[src/rtl/id_ex_pipe.sv]
// Decode-to-execute pipeline register with stall, flush, load-use bubble insertion,
// writeback bypass on capture and while held, and a saturating bubble counter.
module id_ex_pipe #(
    parameter int XLEN   = 32,
    parameter int RA_W   = 5,
    parameter int CTRL_W = 24,
    parameter int CNT_W  = 16
) (
    input  logic              CLK,
    input  logic              RST,
    input  logic              FlushE,
    input  logic              StallE,
    input  logic              validD,
    input  logic [RA_W-1:0]   rs1D,
    input  logic [RA_W-1:0]   rs2D,
    input  logic [RA_W-1:0]   rdD,
    input  logic [XLEN-1:0]   RD1D,
    input  logic [XLEN-1:0]   RD2D,
    input  logic [XLEN-1:0]   ImmExtD,
    input  logic [XLEN-1:0]   PCD,
    input  logic [XLEN-1:0]   PCPlus4D,
    input  logic [CTRL_W-1:0] CtrlD,
    input  logic              RegWriteD,
    input  logic              MemWriteD,
    input  logic              LoadD,
    input  logic              RegWriteW,
    input  logic [RA_W-1:0]   rdW,
    input  logic [XLEN-1:0]   ResultW,
    output logic [XLEN-1:0]   RD1E,
    output logic [XLEN-1:0]   RD2E,
    output logic [XLEN-1:0]   ImmExtE,
    output logic [XLEN-1:0]   PCE,
    output logic [XLEN-1:0]   PCPlus4E,
    output logic [RA_W-1:0]   rs1E,
    output logic [RA_W-1:0]   rs2E,
    output logic [RA_W-1:0]   rdE,
    output logic [CTRL_W-1:0] CtrlE,
    output logic              RegWriteE,
    output logic              MemWriteE,
    output logic              LoadE,
    output logic              validE,
    output logic              LoadUseHazard,
    output logic [CNT_W-1:0]  BubbleCnt
);

    typedef struct packed {
        logic [XLEN-1:0]   rd1;
        logic [XLEN-1:0]   rd2;
        logic [XLEN-1:0]   imm;
        logic [XLEN-1:0]   pc;
        logic [XLEN-1:0]   pcPlus4;
        logic [RA_W-1:0]   rs1;
        logic [RA_W-1:0]   rs2;
        logic [RA_W-1:0]   rd;
        logic [CTRL_W-1:0] ctrl;
        logic              regWrite;
        logic              memWrite;
        logic              load;
        logic              valid;
    } stage_t;

    stage_t            e_q, e_d;
    logic [CNT_W-1:0]  cnt_q, cnt_d, cntSat;
    logic              wbActive;
    logic [XLEN-1:0]   byp1, byp2;

    assign wbActive = RegWriteW && (rdW != '0);
    assign byp1     = (wbActive && (rdW == rs1D)) ? ResultW : RD1D;
    assign byp2     = (wbActive && (rdW == rs2D)) ? ResultW : RD2D;
    assign cntSat   = (cnt_q == '1) ? cnt_q : cnt_q + CNT_W'(1);

    assign LoadUseHazard = e_q.valid && e_q.load && validD && (e_q.rd != '0) &&
                           ((e_q.rd == rs1D) || (e_q.rd == rs2D));

    // Flush beats stall; a hazard seen while stalled is ignored until E moves.
    always_comb begin
        e_d   = e_q;
        cnt_d = cnt_q;
        if (FlushE) begin
            e_d   = '0;
            cnt_d = cntSat;
        end else if (StallE) begin
            if (wbActive && e_q.valid && (rdW == e_q.rs1)) e_d.rd1 = ResultW;
            if (wbActive && e_q.valid && (rdW == e_q.rs2)) e_d.rd2 = ResultW;
        end else if (LoadUseHazard) begin
            e_d   = '0;
            cnt_d = cntSat;
        end else begin
            e_d.rd1      = byp1;
            e_d.rd2      = byp2;
            e_d.imm      = ImmExtD;
            e_d.pc       = PCD;
            e_d.pcPlus4  = PCPlus4D;
            e_d.rs1      = rs1D;
            e_d.rs2      = rs2D;
            e_d.rd       = rdD;
            e_d.ctrl     = CtrlD;
            e_d.regWrite = RegWriteD;
            e_d.memWrite = MemWriteD;
            e_d.load     = LoadD;
            e_d.valid    = validD;
        end
    end

    always_ff @(posedge CLK) begin
        if (RST) begin
            e_q   <= '0;
            cnt_q <= '0;
        end else begin
            e_q   <= e_d;
            cnt_q <= cnt_d;
        end
    end

    assign RD1E      = e_q.rd1;
    assign RD2E      = e_q.rd2;
    assign ImmExtE   = e_q.imm;
    assign PCE       = e_q.pc;
    assign PCPlus4E  = e_q.pcPlus4;
    assign rs1E      = e_q.rs1;
    assign rs2E      = e_q.rs2;
    assign rdE       = e_q.rd;
    assign CtrlE     = e_q.ctrl;
    assign RegWriteE = e_q.regWrite;
    assign MemWriteE = e_q.memWrite;
    assign LoadE     = e_q.load;
    assign validE    = e_q.valid;
    assign BubbleCnt = cnt_q;

endmodule

[config.mk]
export PLATFORM = sky130hd
export DESIGN_NAME = id_ex_pipe
export DESIGN_NICKNAME = d
export VERILOG_FILES = /design/src/rtl/id_ex_pipe.sv
export SDC_FILE = /design/constraint.sdc
export NUM_CORES = 1
export LEC_CHECK = 0
export CORE_MARGIN = 3
export CORE_UTILIZATION = 30
export DETAILED_ROUTE_END_ITERATION = 16
export HOLD_SLACK_MARGIN = 0.06
export PLACE_DENSITY = 0.65
export SYNTH_ARGS = -nofsm -noshare
export SYNTH_HDL_FRONTEND = slang
export SYNTH_SLANG_ARGS = --single-unit
[constraint.sdc]
create_clock -name CLK -period 4.3 [get_ports CLK]
set_input_delay 0.86 -clock CLK [delete_from_list [all_inputs] [get_ports CLK]]
set_output_delay 0.86 -clock CLK [all_outputs]
set_load 0.01 [all_outputs]
==> flow_summary.rst, run 1 <==
.. list-table::
   :header-rows: 1

   * - Metric
     - Value
   * - Run status
     - finished clean
   * - Net count after synthesis
     - ~1400
   * - Clock latency on the worst-skew pair
     - ~520 ps
   * - Multi-input logic area
     - roughly 4200 µm²
   * - Switching power
     - 1260 µW
   * - Number of buffers inserted during clock tree synthesis
     - 26
   * - Path type of the worst min-delay path
     - reg -> reg
   * - Switching share of power
     - 0.236
   * - Peak VDD IR
     - ~0.21 mV
   * - Unrepaired setup endpoints after global routing
     - no
   * - Share of the cycle needed by the critical path after routing
     - 0.809
   * - P_leak
     - approximately 0.0052 µW
   * - Global routing usage summed across all routing layers
     - 0.207
   * - Count of antenna-violating nets left after detailed routing
     - 0
   * - Fill cell total of the finished layout
     - roughly 2700
   * - Clock network fraction of design power
     - 0.463
   * - Routed WL
     - roughly 36000 µm
   * - Half-perimeter wire length after placement
     - about 25000 µm
   * - Setup crit start kind
     - primary input
   * - Crit path max-delay cell type
     - clkdlybuf4s50_1
   * - DRT Pass-1 Iters
     - 5
   * - Global placement routability congestion
     - 0.826
   * - Core Box Area
     - approximately 29000 µm²
   * - Largest net degree at the start of global routing
     - 83
   * - Top cells by area in the synthesized netlist
     - dfxtp_1, nand2_1, a21oi_1, nand3_1, o21ai_0
   * - Cell at the root of the clock tree
     - clkbuf_16
   * - Timing-limited maximum frequency
     - 287 MHz
   * - Post CTS Setup Buffer Count
     - 0
   * - Via density per instance
     - roughly 5.1
   * - Antenna violations before repair
     - 2
   * - Fraction of post-synthesis cell area in the top cell type by area
     - 0.485
   * - Clock skew
     - a little under 10 ps
   * - Pwr Density
     - approximately 360 nW/µm²
   * - Site row count
     - between 60 and 70
   * - Slew Limit Fails
     - 0
   * - Cells along the critical path
     - clkdlybuf4s50_1 > xnor2_1 > nand3_1 > o22ai_2 > nand2_4 > inv_1 > clkdlybuf4s50_1
   * - Clock period minus worst slack
     - about 3500 ps
   * - Gate count after technology mapping
     - 1139
   * - Drc violations
     - 0
   * - Initial DRC count
     - between 600 and 700
   * - Cell Int Power
     - 4090 µW
   * - Worst endpoint data arrival time
     - ~2600 ps
   * - CTS tree
     - yes
   * - Required time of the critical path
     - around 3400 ps
   * - Area of the die
     - approximately 32000 µm²
   * - Total negative slack for setup checks
     - 0 ps
   * - CTS resizes
     - 0
   * - Port Buf Inserts
     - around 460
   * - Area growth from synthesis to layout
     - 64.8%
   * - Maximum capacitance violations
     - 0
   * - Critical Path Sink Type
     - output port
   * - Number of antenna diodes
     - 0
   * - Cell Count Post-Placement
     - between 1500 and 2000
   * - Wire length per cell
     - approximately 19 µm
   * - Starting Density
     - 0.310
   * - Vertical die dimension
     - 180 µm
   * - Clock transition at the registers of the reported paths
     - approximately 60 ps
   * - Die extent in x
     - approximately 180 µm
   * - Max_slew headroom
     - 0.420
   * - Number of standard cells in the final layout excluding fillers
     - between 1500 and 2000
   * - Total setup violations reported at the end of the flow
     - 0
   * - Aggregate global routing overflow
     - 0
   * - Cell area after synthesis
     - roughly 9000 µm²
   * - Global-route wire length before repair
     - around 55000 µm
   * - Most frequently used flop master after synthesis
     - dfxtp_1
   * - Kind of cell adding the most delay to the critical path
     - buffers and inverters
   * - Number of different library cells in the post-synthesis netlist
     - 36
   * - CP max stage delay
     - between 500 and 600 ps
   * - Number of enable flip-flop cells after synthesis
     - 0
   * - Register bit total from synthesis
     - ~220
   * - Transition time at the pin with the least slew margin
     - between 800 and 900 ps
   * - Htree depth
     - 1
   * - Clk sink count
     - about 220
   * - Count of boundary I/O pins
     - approximately 470
   * - Cell repeated most along the worst path
     - clkdlybuf4s50_1
   * - Buf+Inv Stages, Crit Path
     - 3
   * - Fraction of layout cells with a size suffix above 1
     - 0.0551
   * - Post-Syn Area per Cell
     - ~8 µm²
   * - Maximum clock insertion buffer count
     - 3
   * - Combinational group share of total power
     - 0.138
   * - Async set-or-reset flop fraction in the synthesized netlist
     - 0
   * - Number of vias in the routed layout
     - around 9900
   * - Part of the Yosys area used for sequential elements
     - 0.485
   * - Critical path fanouts, max
     - 3
   * - Worst Path Class, Setup
     - in -> out
   * - Hold bufs inserted after CTS
     - 0
   * - Nets
     - 1788
   * - Portion of total power attributed to sequential cells
     - 0.400
   * - Sequential standard cell area
     - 4380 µm²
   * - Yosys synthesis warning count
     - 0
   * - Library cell occupying the most area in the post-synthesis netlist
     - dfxtp_1
   * - Via count of the first global-routing pass
     - roughly 9500
   * - Number of hold violations in the final report
     - 0
## logic make-up after synthesis
kind of cell | Yosys count | share of synthesized area
xor gates and xnor gates | 31 | 0.0301
AOI/OAI and AO/OA | 374 | 0.232
muxes | 1 | 0.00111
adders and majority gates | 1 | 0.00139
and+or+nand+nor | 399 | 0.196
DFF | 219 | 0.485
buffers and inverters | 114 | 0.0547
## power groups by stage
stage	Clock (µW)	Combinational, µW	Sequential [µW]
after global placement	0	734	2180
after detailed placement	0	739	2180
after floorplan	0	257	2210
after CTS	2530	743	2140
after global routing	2610	794	2150
final	2470	737	2140
## synth_stat cells (all sizes together) (3+ instances only)
| cell type | number |
|---|---|
| nand3 | 152 |
| o21ai | 137 |
| clkbuf | 93 |
| or4 | 6 |
| xnor2 | 20 |
| nand4 | 3 |
| xor2 | 11 |
| inv | 4 |
| nor3 | 3 |
| a21oi | 157 |
| nor2 | 6 |
| dfxtp | 219 |
| nand2 | 215 |
| a31oi | 65 |
| buf | 16 |
| o31ai | 5 |
| or3 | 9 |
## area by class of cell
class / instances / share of cell area
tap: 384 / 0.0323
clock inverter: 12 / 0.0133
clock buffer: 36 / 0.0530
timing repair buffer: 484 / 0.325
sequential: 219 / 0.295
multi-input combinational: 806 / 0.281
inverter: 5 / 0.00143
## metal layers
layer | share of wire | routed length [µm] | track usage | vias to the layer above
li1 | - | - | - | 4798
met1 | 0.39 | 14000 | 0.249 | 4605
met2 | 0.49 | 17700 | 0.359 | 448
met3 | 0.087 | 3150 | 0.0582 | 62
met4 | 0.033 | 1170 | 0.0671 | 4
met5 | 0.00064 | 23 | 0 | -
## per-stage QoR
step / utilization / setup WS, ps / area (µm²) / hold WS (ps) / total power, µW
after CTS: 0.510 / 800 / 14900 / 462 / 5410
after detailed placement: 0.476 / 698 / 13900 / 453 / 2920
after global routing: 0.510 / 752 / 14900 / 471 / 5550
after floorplan: - / 1310 / 9030 / 486 / 2470
final: 0.510 / 821 / 14900 / 459 / 5350
after global placement: 0.476 / 758 / 13900 / 447 / 2910
## sequential cells by signal, indices dropped and copies added (netlist names)
register and cells:
rs1E 5, validE 1, CtrlE 24, RegWriteE 1
BubbleCnt 16, MemWriteE 1, LoadE 1, PCE 32
RD1E 32, rdE 5, RD2E 32, ImmExtE 32
rs2E 5, PCPlus4E 32
## placed cells by master, fill, tap and decap left out, types with 9 or more instances in the layout
master           synthesis  routed
a21oi_1                156     154
a31oi_1                 65      65
buf_4                    1      17
clkbuf_16                0      27
clkdlybuf4s50_1          0     463
dfxtp_1                219     219
nand2_1                214     213
nand3_1                152     152
o21ai_0                121     121
o21ai_1                 16      16
or3_1                    9       9
xnor2_1                 20      20
xor2_1                  11      11
## worst paths after layout
kind	slack (ps)	endpoint	startpoint	cells after the start
worst max-delay path	820	LoadUseHazard	rs1D[4]	7
worst min-delay path	460	PCPlus4E[30]	PCPlus4E[30]	2
worst max register to register	1480	PCE[0]	rdE[0]	8
worst min register to register	460	PCPlus4E[30]	PCPlus4E[30]	2
## worst reg2reg max path: stages (launching register included)
cell and delay (ps):
dfxtp_1 390, nor3_1 250, a21oi_2 90, buf_4 190, nand2_4 80, buf_4 580, buf_4 760, nand3_1 200
a21oi_1 200
Power figures use the tool's default switching activity.
==> inputs of run 2 (changes only) <==
==> constraint.sdc (replaced) <==
create_clock -name CLK -period 3.3 [get_ports CLK]
set_input_delay 0.66 -clock CLK [delete_from_list [all_inputs] [get_ports CLK]]
set_output_delay 0.66 -clock CLK [all_outputs]
set_load 0.01 [all_outputs]
==> run 2 against run 1 <==
Non-clock buffer count rose by 7. Design area rose by 0.23%. Utilization rose by 0.12 points. First-iteration DRC count fell by 1.5%. Critical path type unchanged.
==> flow_summary.rst, run 2 (same netlist as run 1, synthesis figures left out) <==
.. list-table::
   :header-rows: 1

   * - Metric
     - Value
   * - Hold bufs inserted after CTS
     - 0 (unchanged)
   * - Number of hold violations in the final report
     - 0 (unchanged)
   * - Worst Path Class, Setup
     - in -> out
   * - Clock latency on the worst-skew pair
     - 530 ps (about the same)
   * - Most frequent cells in the layout
     - clkdlybuf4s50_1, dfxtp_1, nand2_1
   * - Site row count
     - 62 (unchanged)
   * - Buf+Inv Stages, Crit Path
     - 3 (unchanged)
   * - Post CTS Setup Buffer Count
     - 0 (unchanged)
   * - Global-route wire length before repair
     - 56800 µm (+2.4%)
   * - Count of antenna-violating nets left after detailed routing
     - 0 (unchanged)
   * - Global routing usage summed across all routing layers
     - 0.213 (+0.00534)
   * - Maximum capacitance violations
     - 0 (unchanged)
   * - Global placement routability congestion
     - 0.851 (+3.0%)
   * - CP max stage delay
     - 560 ps (-20 ps)
   * - Clock skew
     - 9.28 ps (-0.463 ps)
   * - Required time of the critical path
     - 2640 ps (-800 ps)
   * - Total negative slack for setup checks
     - 0 ps (unchanged)
   * - Area of the die
     - 32200 µm² (unchanged)
   * - Portion of total power attributed to sequential cells
     - 0.413 (+0.013)
   * - Aggregate global routing overflow
     - 0 (unchanged)
   * - Maximum clock insertion buffer count
     - 3 (unchanged)
   * - Antenna violations before repair
     - 0 (-2)
   * - Switching power
     - 1630 µW (+29%)
   * - Core Box Area
     - 29200 µm² (unchanged)
   * - Via density per instance
     - 5.13 (+0.74%)
   * - Drc violations
     - 0 (unchanged)
   * - Run status
     - finished clean
   * - Port Buf Inserts
     - 464 (unchanged)
   * - Cells along the critical path
     - clkdlybuf4s50_1 > xnor2_1 > nand2_1 > o22ai_2 > nand2_4 > inv_1 > clkdlybuf4s50_1
   * - Reg-to-reg slack, setup
     - 540 ps (-940 ps)
   * - CTS tree
     - yes
   * - Post-placement cell area
     - 14000 µm² (+0.92%)
   * - Cell repeated most along the worst path
     - clkdlybuf4s50_1
   * - Crit path max-delay cell type
     - clkdlybuf4s50_1
   * - Pwr Density
     - 452 nW/µm² (+26%)
   * - Kind of cell adding the most delay to the critical path
     - buffers and inverters
   * - Sequential standard cell area
     - 4380 µm² (unchanged)
   * - Wire length per cell
     - 18.7 µm (+1.1%)
   * - Vertical die dimension
     - 180 µm (unchanged)
   * - Fill cell total of the finished layout
     - 2771 (+1.3%)
   * - Fraction of layout cells with a size suffix above 1
     - 0.0543 (-0.000779)
   * - Post-Place Setup Slack
     - 169 ps (-530 ps)
   * - Area growth from synthesis to layout
     - 65.2%
   * - Clock transition at the registers of the reported paths
     - 60 ps (about the same)
   * - Setup crit start kind
     - primary input
   * - Clock network fraction of design power
     - 0.441 (-0.022)
   * - Peak VDD IR
     - 0.375 mV (+78%)
   * - Max_slew headroom
     - 0.208 (-0.212)
   * - Total setup violations reported at the end of the flow
     - 0 (unchanged)
   * - Die extent in x
     - 180 µm (unchanged)
   * - Cell Int Power
     - 5120 µW (+25%)
   * - Multi-input logic area
     - 4180 µm² (unchanged)
   * - Largest net degree at the start of global routing
     - 140 (+69%)
   * - Path type of the worst min-delay path
     - in -> reg
   * - Transition time at the pin with the least slew margin
     - 1190 ps (+319 ps)
   * - Nets
     - 1795 (+0.39%)
   * - P_leak
     - 0.00524 µW (+0.29%)
   * - Most frequent standard cell in the layout excluding fill and tap cells
     - clkdlybuf4s50_1
   * - Htree depth
     - 1 (unchanged)
   * - Combinational group share of total power
     - 0.145 (+0.007)
   * - Number of buffers inserted during clock tree synthesis
     - 26 (unchanged)
   * - Number of antenna diodes
     - 0 (unchanged)
   * - Via count of the first global-routing pass
     - 9820 (+3.2%)
   * - Area of all placed cells without fillers
     - 14900 µm² (+0.23%)
   * - Share of the cycle needed by the critical path after routing
     - 0.949
   * - CTS resizes
     - 0 (unchanged)
   * - PnR worst setup slack
     - 168 ps (-652 ps)
   * - Routed WL
     - 36500 µm (+1.3%)
   * - Timing-limited maximum frequency
     - 319 MHz
   * - Starting Density
     - 0.310 (unchanged)
   * - Switching share of power
     - 0.242 (+0.00551)
   * - Hold Slack
     - 430 ps (-28.8 ps)
   * - Post-layout util
     - 0.511 (+0.00116)
   * - Count of boundary I/O pins
     - 465 (unchanged)
   * - Clk sink count
     - 219 (unchanged)
   * - Clock period minus worst slack
     - around 3100 ps
   * - Slew Limit Fails
     - 0 (unchanged)
   * - Critical Path Sink Type
     - output port
   * - DRT Pass-1 Iters
     - 4 (-1)
   * - Initial DRC count
     - 611 (-1.5%)
   * - Critical path fanouts, max
     - 3 (unchanged)
   * - Half-perimeter wire length after placement
     - 25400 µm (+2.0%)
   * - Number of vias in the routed layout
     - 10000 (+0.95%)
   * - Unrepaired setup endpoints after global routing
     - no
   * - Worst endpoint data arrival time
     - 2470 ps (-150 ps)
   * - Cell at the root of the clock tree
     - clkbuf_16
==> run 2: final timing paths <==
path,from,end,cells after the start
setup reg to reg,BubbleCnt[7],BubbleCnt[1],7
hold / removal,StallE,rs1E[1],3
hold reg to reg,PCPlus4E[27],PCPlus4E[27],2
setup / recovery,rs1D[3],LoadUseHazard,7
==> run 2: worst reg2reg max path: stages, from the launching register on <==
cell and delay, ps:
dfxtp_1 430, and4_1 330, nand2_1 120, o311a_1 330, a21oi_1 920, buf_4 290
mux2i_1 180, nor2_1 50
==> run 2: through the flow <==
step | power [µW] | cells
6_report | 6750 | 1950
5_1_grt | 7020 | 1950
4_1_cts | 6830 | 1950
3_5_place_dp | 3830 | 1905
3_3_place_gp | 3820 | 1905
2_1_floorplan | 3220 | 1139
==> run 2: area by class of cell <==
cell class                 count  share of cell area
multi-input combinational    806               0.280
tap                          384              0.0322
clock inverter                 6             0.00830
inverter                       5             0.00143
clock buffer                  39              0.0516
sequential                   219               0.294
timing repair buffer         491               0.333
==> run 2: per-layer routing <==
metal,global-route usage,routed length (µm),share of wire,vias up
met5,0,0,0,-
met3,0.0635,3170,0.087,72
met4,0.0709,1300,0.036,0
met2,0.363,17500,0.48,457
met1,0.257,14500,0.40,4674
li1,-,-,-,4808
==> run 2: power groups by stage <==
| stage | logic (µW) | clock network (µW) | registers, µW |
|---|---|---|---|
| 2_1_floorplan | 335 | 0 | 2880 |
| 3_3_place_gp | 977 | 0 | 2840 |
| 3_5_place_dp | 981 | 0 | 2840 |
| 4_1_cts | 987 | 3060 | 2790 |
| 5_1_grt | 1060 | 3160 | 2800 |
| 6_report | 981 | 2980 | 2790 |
